==> src/rtl/dmem_pkg.sv <==
// Shared types and access helpers for the data-memory responder.
// Lane selection, load extension and store byte-enable generation live here.
package dmem_pkg;

   localparam logic [2:0] F3_B  = 3'b000;
   localparam logic [2:0] F3_H  = 3'b001;
   localparam logic [2:0] F3_W  = 3'b010;
   localparam logic [2:0] F3_BU = 3'b100;
   localparam logic [2:0] F3_HU = 3'b101;

   typedef enum logic [1:0] {
      ST_IDLE = 2'd0,
      ST_WAIT = 2'd1,
      ST_RESP = 2'd2
   } state_e;

   // Halfword lane is taken from lane[1]; word accesses ignore the lane.
   function automatic logic [31:0] ld_extend(input logic [31:0] word,
                                             input logic [1:0]  lane,
                                             input logic [2:0]  funct3);
      logic [7:0]  b;
      logic [15:0] h;
      logic [31:0] r;
      b = word[{lane, 3'b000} +: 8];
      h = lane[1] ? word[31:16] : word[15:0];
      case (funct3)
         F3_B:    r = {{24{b[7]}}, b};
         F3_BU:   r = {24'd0, b};
         F3_H:    r = {{16{h[15]}}, h};
         F3_HU:   r = {16'd0, h};
         F3_W:    r = word;
         default: r = 32'd0;
      endcase
      return r;
   endfunction

   function automatic logic [3:0] st_mask(input logic [1:0] lane,
                                          input logic [2:0] funct3);
      logic [3:0] m;
      case (funct3)
         F3_B:    m = 4'b0001 << lane;
         F3_H:    m = lane[1] ? 4'b1100 : 4'b0011;
         F3_W:    m = 4'b1111;
         default: m = 4'b0000;
      endcase
      return m;
   endfunction

   // Replicate right-aligned store data so every enabled lane sees its bytes.
   function automatic logic [31:0] st_data(input logic [31:0] wdata,
                                           input logic [2:0]  funct3);
      logic [31:0] d;
      case (funct3)
         F3_B:    d = {4{wdata[7:0]}};
         F3_H:    d = {2{wdata[15:0]}};
         default: d = wdata;
      endcase
      return d;
   endfunction

   function automatic logic f3_legal(input logic we, input logic [2:0] funct3);
      logic ok;
      if (we) begin
         ok = (funct3 == F3_B) || (funct3 == F3_H) || (funct3 == F3_W);
      end else begin
         ok = (funct3 == F3_B) || (funct3 == F3_H) || (funct3 == F3_W) ||
              (funct3 == F3_BU) || (funct3 == F3_HU);
      end
      return ok;
   endfunction

endpackage

==> src/rtl/dmem_array.sv <==
// Word-organised data storage with per-byte write enables and combinational read.
// All words clear asynchronously on reset.
module dmem_array #(
   parameter int unsigned DEPTH_LOG2 = 5
) (
   input  logic                  clk,
   input  logic                  reset,
   input  logic                  we,
   input  logic [DEPTH_LOG2-1:0] idx,
   input  logic [3:0]            be,
   input  logic [31:0]           wdata,
   output logic [31:0]           rdata
);

   localparam int unsigned Depth = 2 ** DEPTH_LOG2;

   logic [31:0] mem_q [Depth];
   logic [31:0] mem_d [Depth];

   always_comb begin
      mem_d = mem_q;
      if (we) begin
         for (int l = 0; l < 4; l++) begin
            if (be[l]) begin
               mem_d[idx][8*l +: 8] = wdata[8*l +: 8];
            end
         end
      end
   end

   always_ff @(posedge clk or posedge reset) begin
      if (reset) begin
         for (int i = 0; i < Depth; i++) begin
            mem_q[i] <= 32'd0;
         end
      end else begin
         mem_q <= mem_d;
      end
   end

   assign rdata = mem_q[idx];

endmodule

==> src/rtl/dmem_responder.sv <==
// Handshaked data-memory slave: valid/ready request in, held response out, with
// LATENCY wait states. Define DMEM_RSP_MISALIGN_TRAP_EN to reject misaligned H/W accesses.
module dmem_responder
   import dmem_pkg::*;
#(
   parameter int unsigned DEPTH_LOG2 = 5,
   parameter int unsigned LATENCY    = 0
) (
   input  logic        clk,
   input  logic        reset,
   input  logic        req_valid,
   output logic        req_ready,
   input  logic        req_we,
   input  logic [31:0] req_addr,
   input  logic [31:0] req_wdata,
   input  logic [2:0]  req_funct3,
   output logic        rsp_valid,
   input  logic        rsp_ready,
   output logic [31:0] rsp_rdata,
   output logic        rsp_err
);

   localparam logic [3:0] CntLoad = (LATENCY == 0) ? 4'd0 : 4'(LATENCY - 1);

   state_e      state_q, state_d;
   logic [3:0]  cnt_q, cnt_d;
   logic        we_q, we_d;
   logic [31:0] addr_q, addr_d;
   logic [31:0] wdata_q, wdata_d;
   logic [2:0]  f3_q, f3_d;
   logic [31:0] rdata_q, rdata_d;
   logic        err_q, err_d;

   logic        commit;
   logic        c_we;
   logic [31:0] c_addr;
   logic [31:0] c_wdata;
   logic [2:0]  c_f3;
   logic        c_range_err;
   logic        c_misalign;
   logic        c_err;
   logic [31:0] arr_rdata;

   // Zero-latency commits happen on the accept edge, so they use the live request.
   always_comb begin
      if (state_q == ST_IDLE) begin
         c_we    = req_we;
         c_addr  = req_addr;
         c_wdata = req_wdata;
         c_f3    = req_funct3;
      end else begin
         c_we    = we_q;
         c_addr  = addr_q;
         c_wdata = wdata_q;
         c_f3    = f3_q;
      end
   end

   always_comb begin
      c_range_err = (c_addr >> (DEPTH_LOG2 + 2)) != 32'd0;
`ifdef DMEM_RSP_MISALIGN_TRAP_EN
      c_misalign = (((c_f3 == F3_H) || (c_f3 == F3_HU)) && c_addr[0]) ||
                   ((c_f3 == F3_W) && (c_addr[1:0] != 2'b00));
`else
      c_misalign = 1'b0;
`endif
      c_err = c_range_err || c_misalign || !f3_legal(c_we, c_f3);
   end

   always_comb begin
      state_d = state_q;
      cnt_d   = cnt_q;
      we_d    = we_q;
      addr_d  = addr_q;
      wdata_d = wdata_q;
      f3_d    = f3_q;
      commit  = 1'b0;
      case (state_q)
         ST_IDLE: begin
            if (req_valid) begin
               we_d    = req_we;
               addr_d  = req_addr;
               wdata_d = req_wdata;
               f3_d    = req_funct3;
               if (LATENCY == 0) begin
                  commit  = 1'b1;
                  state_d = ST_RESP;
               end else begin
                  cnt_d   = CntLoad;
                  state_d = ST_WAIT;
               end
            end
         end
         ST_WAIT: begin
            if (cnt_q == 4'd0) begin
               commit  = 1'b1;
               state_d = ST_RESP;
            end else begin
               cnt_d = cnt_q - 4'd1;
            end
         end
         ST_RESP: begin
            if (rsp_ready) begin
               state_d = ST_IDLE;
            end
         end
         default: state_d = ST_IDLE;
      endcase
   end

   always_comb begin
      rdata_d = rdata_q;
      err_d   = err_q;
      if (commit) begin
         err_d   = c_err;
         rdata_d = (c_err || c_we) ? 32'd0 : ld_extend(arr_rdata, c_addr[1:0], c_f3);
      end
   end

   always_ff @(posedge clk or posedge reset) begin
      if (reset) begin
         state_q <= ST_IDLE;
         cnt_q   <= 4'd0;
         we_q    <= 1'b0;
         addr_q  <= 32'd0;
         wdata_q <= 32'd0;
         f3_q    <= 3'd0;
         rdata_q <= 32'd0;
         err_q   <= 1'b0;
      end else begin
         state_q <= state_d;
         cnt_q   <= cnt_d;
         we_q    <= we_d;
         addr_q  <= addr_d;
         wdata_q <= wdata_d;
         f3_q    <= f3_d;
         rdata_q <= rdata_d;
         err_q   <= err_d;
      end
   end

   dmem_array #(
      .DEPTH_LOG2(DEPTH_LOG2)
   ) u_array (
      .clk   (clk),
      .reset (reset),
      .we    (commit && c_we && !c_err),
      .idx   (c_addr[DEPTH_LOG2+1:2]),
      .be    (st_mask(c_addr[1:0], c_f3)),
      .wdata (st_data(c_wdata, c_f3)),
      .rdata (arr_rdata)
   );

   assign req_ready = (state_q == ST_IDLE) && !reset;
   assign rsp_valid = (state_q == ST_RESP);
   assign rsp_rdata = rdata_q;
   assign rsp_err   = err_q;

endmodule

==> config.mk <==
export PLATFORM = sky130hd
export DESIGN_NAME = dmem_responder
export DESIGN_NICKNAME = d
export VERILOG_FILES = /design/src/rtl/dmem_pkg.sv /design/src/rtl/dmem_array.sv /design/src/rtl/dmem_responder.sv
export SDC_FILE = /design/constraint.sdc
export NUM_CORES = 2
export LEC_CHECK = 0
export CAP_MARGIN = 20
export CORE_MARGIN = 8
export CORE_UTILIZATION = 62
export DETAILED_ROUTE_END_ITERATION = 10
export GPL_ROUTABILITY_DRIVEN = 0
export PLACE_DENSITY = 0.77
export SLEW_MARGIN = 20
export SYNTH_ARGS = -nofsm -noshare
export SYNTH_HDL_FRONTEND = slang
export SYNTH_SLANG_ARGS = --single-unit
==> constraint.sdc <==
create_clock -name clk -period 50.5 [get_ports clk]
set_clock_uncertainty 0.15 [all_clocks]
set_input_delay 12.625 -clock clk [delete_from_list [all_inputs] [get_ports clk]]
set_output_delay 12.625 -clock clk [all_outputs]
set_load 0.05 [all_outputs]
==> flow_summary_export.csv <==
group,metric,value,unit
status,status,"finished, final reports clean",
floorplan,row_count,107,
power_and_ir_drop,powerDensity,37.5,mW/mm2
power_and_ir_drop,vdd_drop_max,0.0317,mV
cts,cts_tree,"done",
synth,yosys.area.top_type,"dfrtp_1",
cells_and_area,fillers,5912,
cts,cts_buffers,111,
synth,yosysTopAreaCellShare,52.2,%
synth,synth-edff-count,0,
synth,ys_ff_latch,1101,
timing,slew_viol_final,0,
timing,rsz0062_at_grt,"false",
cells_and_area,final_layout_size_suffix_gt1_share,32.6,%
drt,wl,152,mm
floorplan,die-area,0.0946,mm2
synth,ys_seq_area_share,52.2,%
cts,cts_max_level,3,
drt,viasPerCell,6.71,
critical_path,crit_path_top_delay_cell,"clkdlybuf4s50_1",
cells_and_area,post-route-util,69.3,%
cts,cts_resized,0,
critical_path,path_cells,"clkdlybuf4s50_1 -> nor2_1 -> clkdlybuf4s50_1",
place,placed_cell_area,0.0547,mm2
power_and_ir_drop,p_int,1500,uW
power_and_ir_drop,p_leak,0.0279,uW
synth,synth.top_cells.by_count,"dfrtp_1, mux2_2, nand2_1, mux2i_1, a32oi_1",
drt,first_iter_violations,4032,
synth,async_flop_share,100,%
critical_path,endpoint_kind,"output port",
global_routing,grt_pass1_vias,36600,
power_and_ir_drop,swShare,31.7,%
critical_path,critPathKind,"in -> out",
synth,syn-cell-area,0.0527,mm2
global_routing,antenna_found_initial,4,
floorplan,coreArea,0.0847,mm2
synth,avgSynthCellArea,12.3,um2
cts,cts.clk_slew.worst_paths,0.06,ns
global_routing,grt_pass1_wl,231,mm
timing,hold_viol,0,
cells_and_area,final_area,0.0587,mm2
critical_path,cpPeakStageDelay,0.82,ns
critical_path,critPathLaunchType,"primary input",
drt,num_vias,36800,
timing,period_needed,26.85,ns
timing,fmax,37.2,MHz
critical_path,worst_ep_required_time,37.73,ns
synth,ys_top_cells_by_area,"dfrtp_1, mux2_2, nand2_1, mux2i_1, a32oi_1",
power_and_ir_drop,clockPowerShare,40.0,%
global_routing,gr-total-overflow,0,
power_and_ir_drop,combPwrFrac,19.2,%
place,hpwl,94.3,mm
cts,cts_buffer_depth,3,
floorplan,initial_core_util,62.2,%
floorplan,ioPinCount,107,
timing,slew_headroom,22.8,%
drt,ant_nets,0,
timing,setup_violations,0,
critical_path,worstPathArrival,14.08,ns
drt,wl_per_cell,27.7,um
drt,drcViolationCount,0,
timing,tns,0,ns
cts,post-cts-setup-buffers,0,
worst_hold_path,hp-class,"reg -> reg",
run,maxCapViolCount,0,
synth,yosysMostFrequentCell,"dfrtp_1",
synth,synthDistinctLibCells,60,
timing,finalCritPeriodShare,53.2,%
cells_and_area,nets,4319,
drt,drt_first_pass_iters,6,
cts,clkLatencyLatePin,0.70,ns
critical_path,critPathMostFrequentCell,"clkdlybuf4s50_1",
floorplan,die_w,308,um
power_and_ir_drop,switchingPower,699,uW
cts,clock_sinks,1101,
global_routing,grt_usage,31.6,%
synth,synth-main-ff-cell,"dfrtp_1",
synth,synth_nets,4355,
timing,worst_slew_pin_slew,1.16,ns
place,io_buffers,106,
cts,ctsHoldBuffers,0,
power_and_ir_drop,seq_power_share,40.8,%
critical_path,cp_top_family,"buffers and inverters",
critical_path,path_max_fanout,2,
global_routing,grt_max_degree,193,
synth,synthCells,4283,
synth,ys.warnings.count,0,
cts,cts-root-buf,"clkbuf_16",
cells_and_area,syn_to_final_growth,11.3,%
critical_path,crit_buf_inv,2,
floorplan,die_y,308,um
==> path summary, 6_finish.rpt <==
path / start / endpoint / slack, ns / cells after the start
max: reset / req_ready / 23.65 / 3
min: wdata_q[19] / wdata_q[19] / 0.33 / 2
max reg2reg: state_q[1] / rsp_rdata[14] / 44.39 / 11
min reg2reg: wdata_q[19] / wdata_q[19] / 0.33 / 2
max in group asynchronous: reset / u_array.mem_q[425] / 34.65 / 5
min in group asynchronous: reset / wdata_q[21] / 12.41 / 2
==> per-stage QoR <==
| step | hold WS (ns) | setup slack [ns] | total power [uW] | cells |
|---|---|---|---|---|
| floorplan | 0.290 | 6.73 | 1150 | 4283 |
| global placement | 0.305 | 23.64 | 1320 | 5273 |
| detailed placement | 0.312 | 23.64 | 1320 | 5275 |
| CTS | 0.328 | 23.64 | 2190 | 5483 |
| global route | 0.342 | 23.60 | 2260 | 5487 |
| finish | 0.326 | 23.65 | 2200 | 5487 |
==> metal layers <==
layer	share of wire, %	track usage (%)
met5	0.022	0
met3	10	7.50
met4	4.3	12.9
met1	41	44.8
met2	45	47.0
==> logic make-up after synthesis <==
group,after synthesis,share of synthesized area [%]
multiplexers,1305,27.3
AO/OA/AOI/OAI,413,6.23
flip-flops,1101,52.2
buffers and inverters,347,3.11
AND/OR/NAND/NOR,1117,11.1
==> power groups by stage <==
stage | registers (uW) | clock network, uW | logic, uW
floorplan | 911 | 0 | 243
global placement | 912 | 0 | 404
detailed placement | 913 | 0 | 406
CTS | 897 | 886 | 408
global route | 898 | 922 | 438
finish | 897 | 881 | 423
==> cell usage in the layout, fill, tap and decap left out, drive strengths merged, types with 2 or more instances in the layout <==
master         instances
and2                   7
dfrtp               1101
nand4bb                5
a41oi                 16
and4                   2
nor4                   5
a21oi                 80
mux2                1039
a2111oi                2
inv                    3
nor2                  73
a32oi                234
bufinv                12
o22a                   3
a31oi                 12
nand4b                 4
and3                  10
o21ai                 11
clkinv                25
a32o                  18
nand2                753
or3                   19
buf                   90
o221ai                 4
nand4                 62
nand3                 48
or4b                   4
nor3                 121
a22o                   9
o311ai                 7
clkinvlp               2
a22oi                  7
a21o                   2
clkdlybuf4s50        106
mux2i                266
clkbuf               168
==> cell type report <==
class / count / area [um2] / share of cell area [%]
Antenna cell: 1 / 2.50 / 0.00426
Clock buffer: 168 / 3390 / 5.77
Timing Repair Buffer: 196 / 1840 / 3.13
Sequential cell: 1101 / 27600 / 46.9
Multi-Input combinational cell: 2835 / 23900 / 40.7
Tap cell: 1144 / 1430 / 2.44
Inverter: 2 / 15.0 / 0.0256
Clock inverter: 40 / 572 / 0.974
==> state kept, by name, indices dropped and copies added (netlist names) <==
register	flops
u_array.mem_q	1024
state_q	1
f3_q	3
rsp_err	1
we_q	1
addr_q	7
wdata_q	32
rsp_rdata	32
==> tightest hold or removal path, stage by stage, from the launching register on <==
cell     delay, ns
dfrtp_1       0.34
nand2_1       0.05
nand2_1       0.05
No activity file was read; power rests on OpenSTA's default activity.
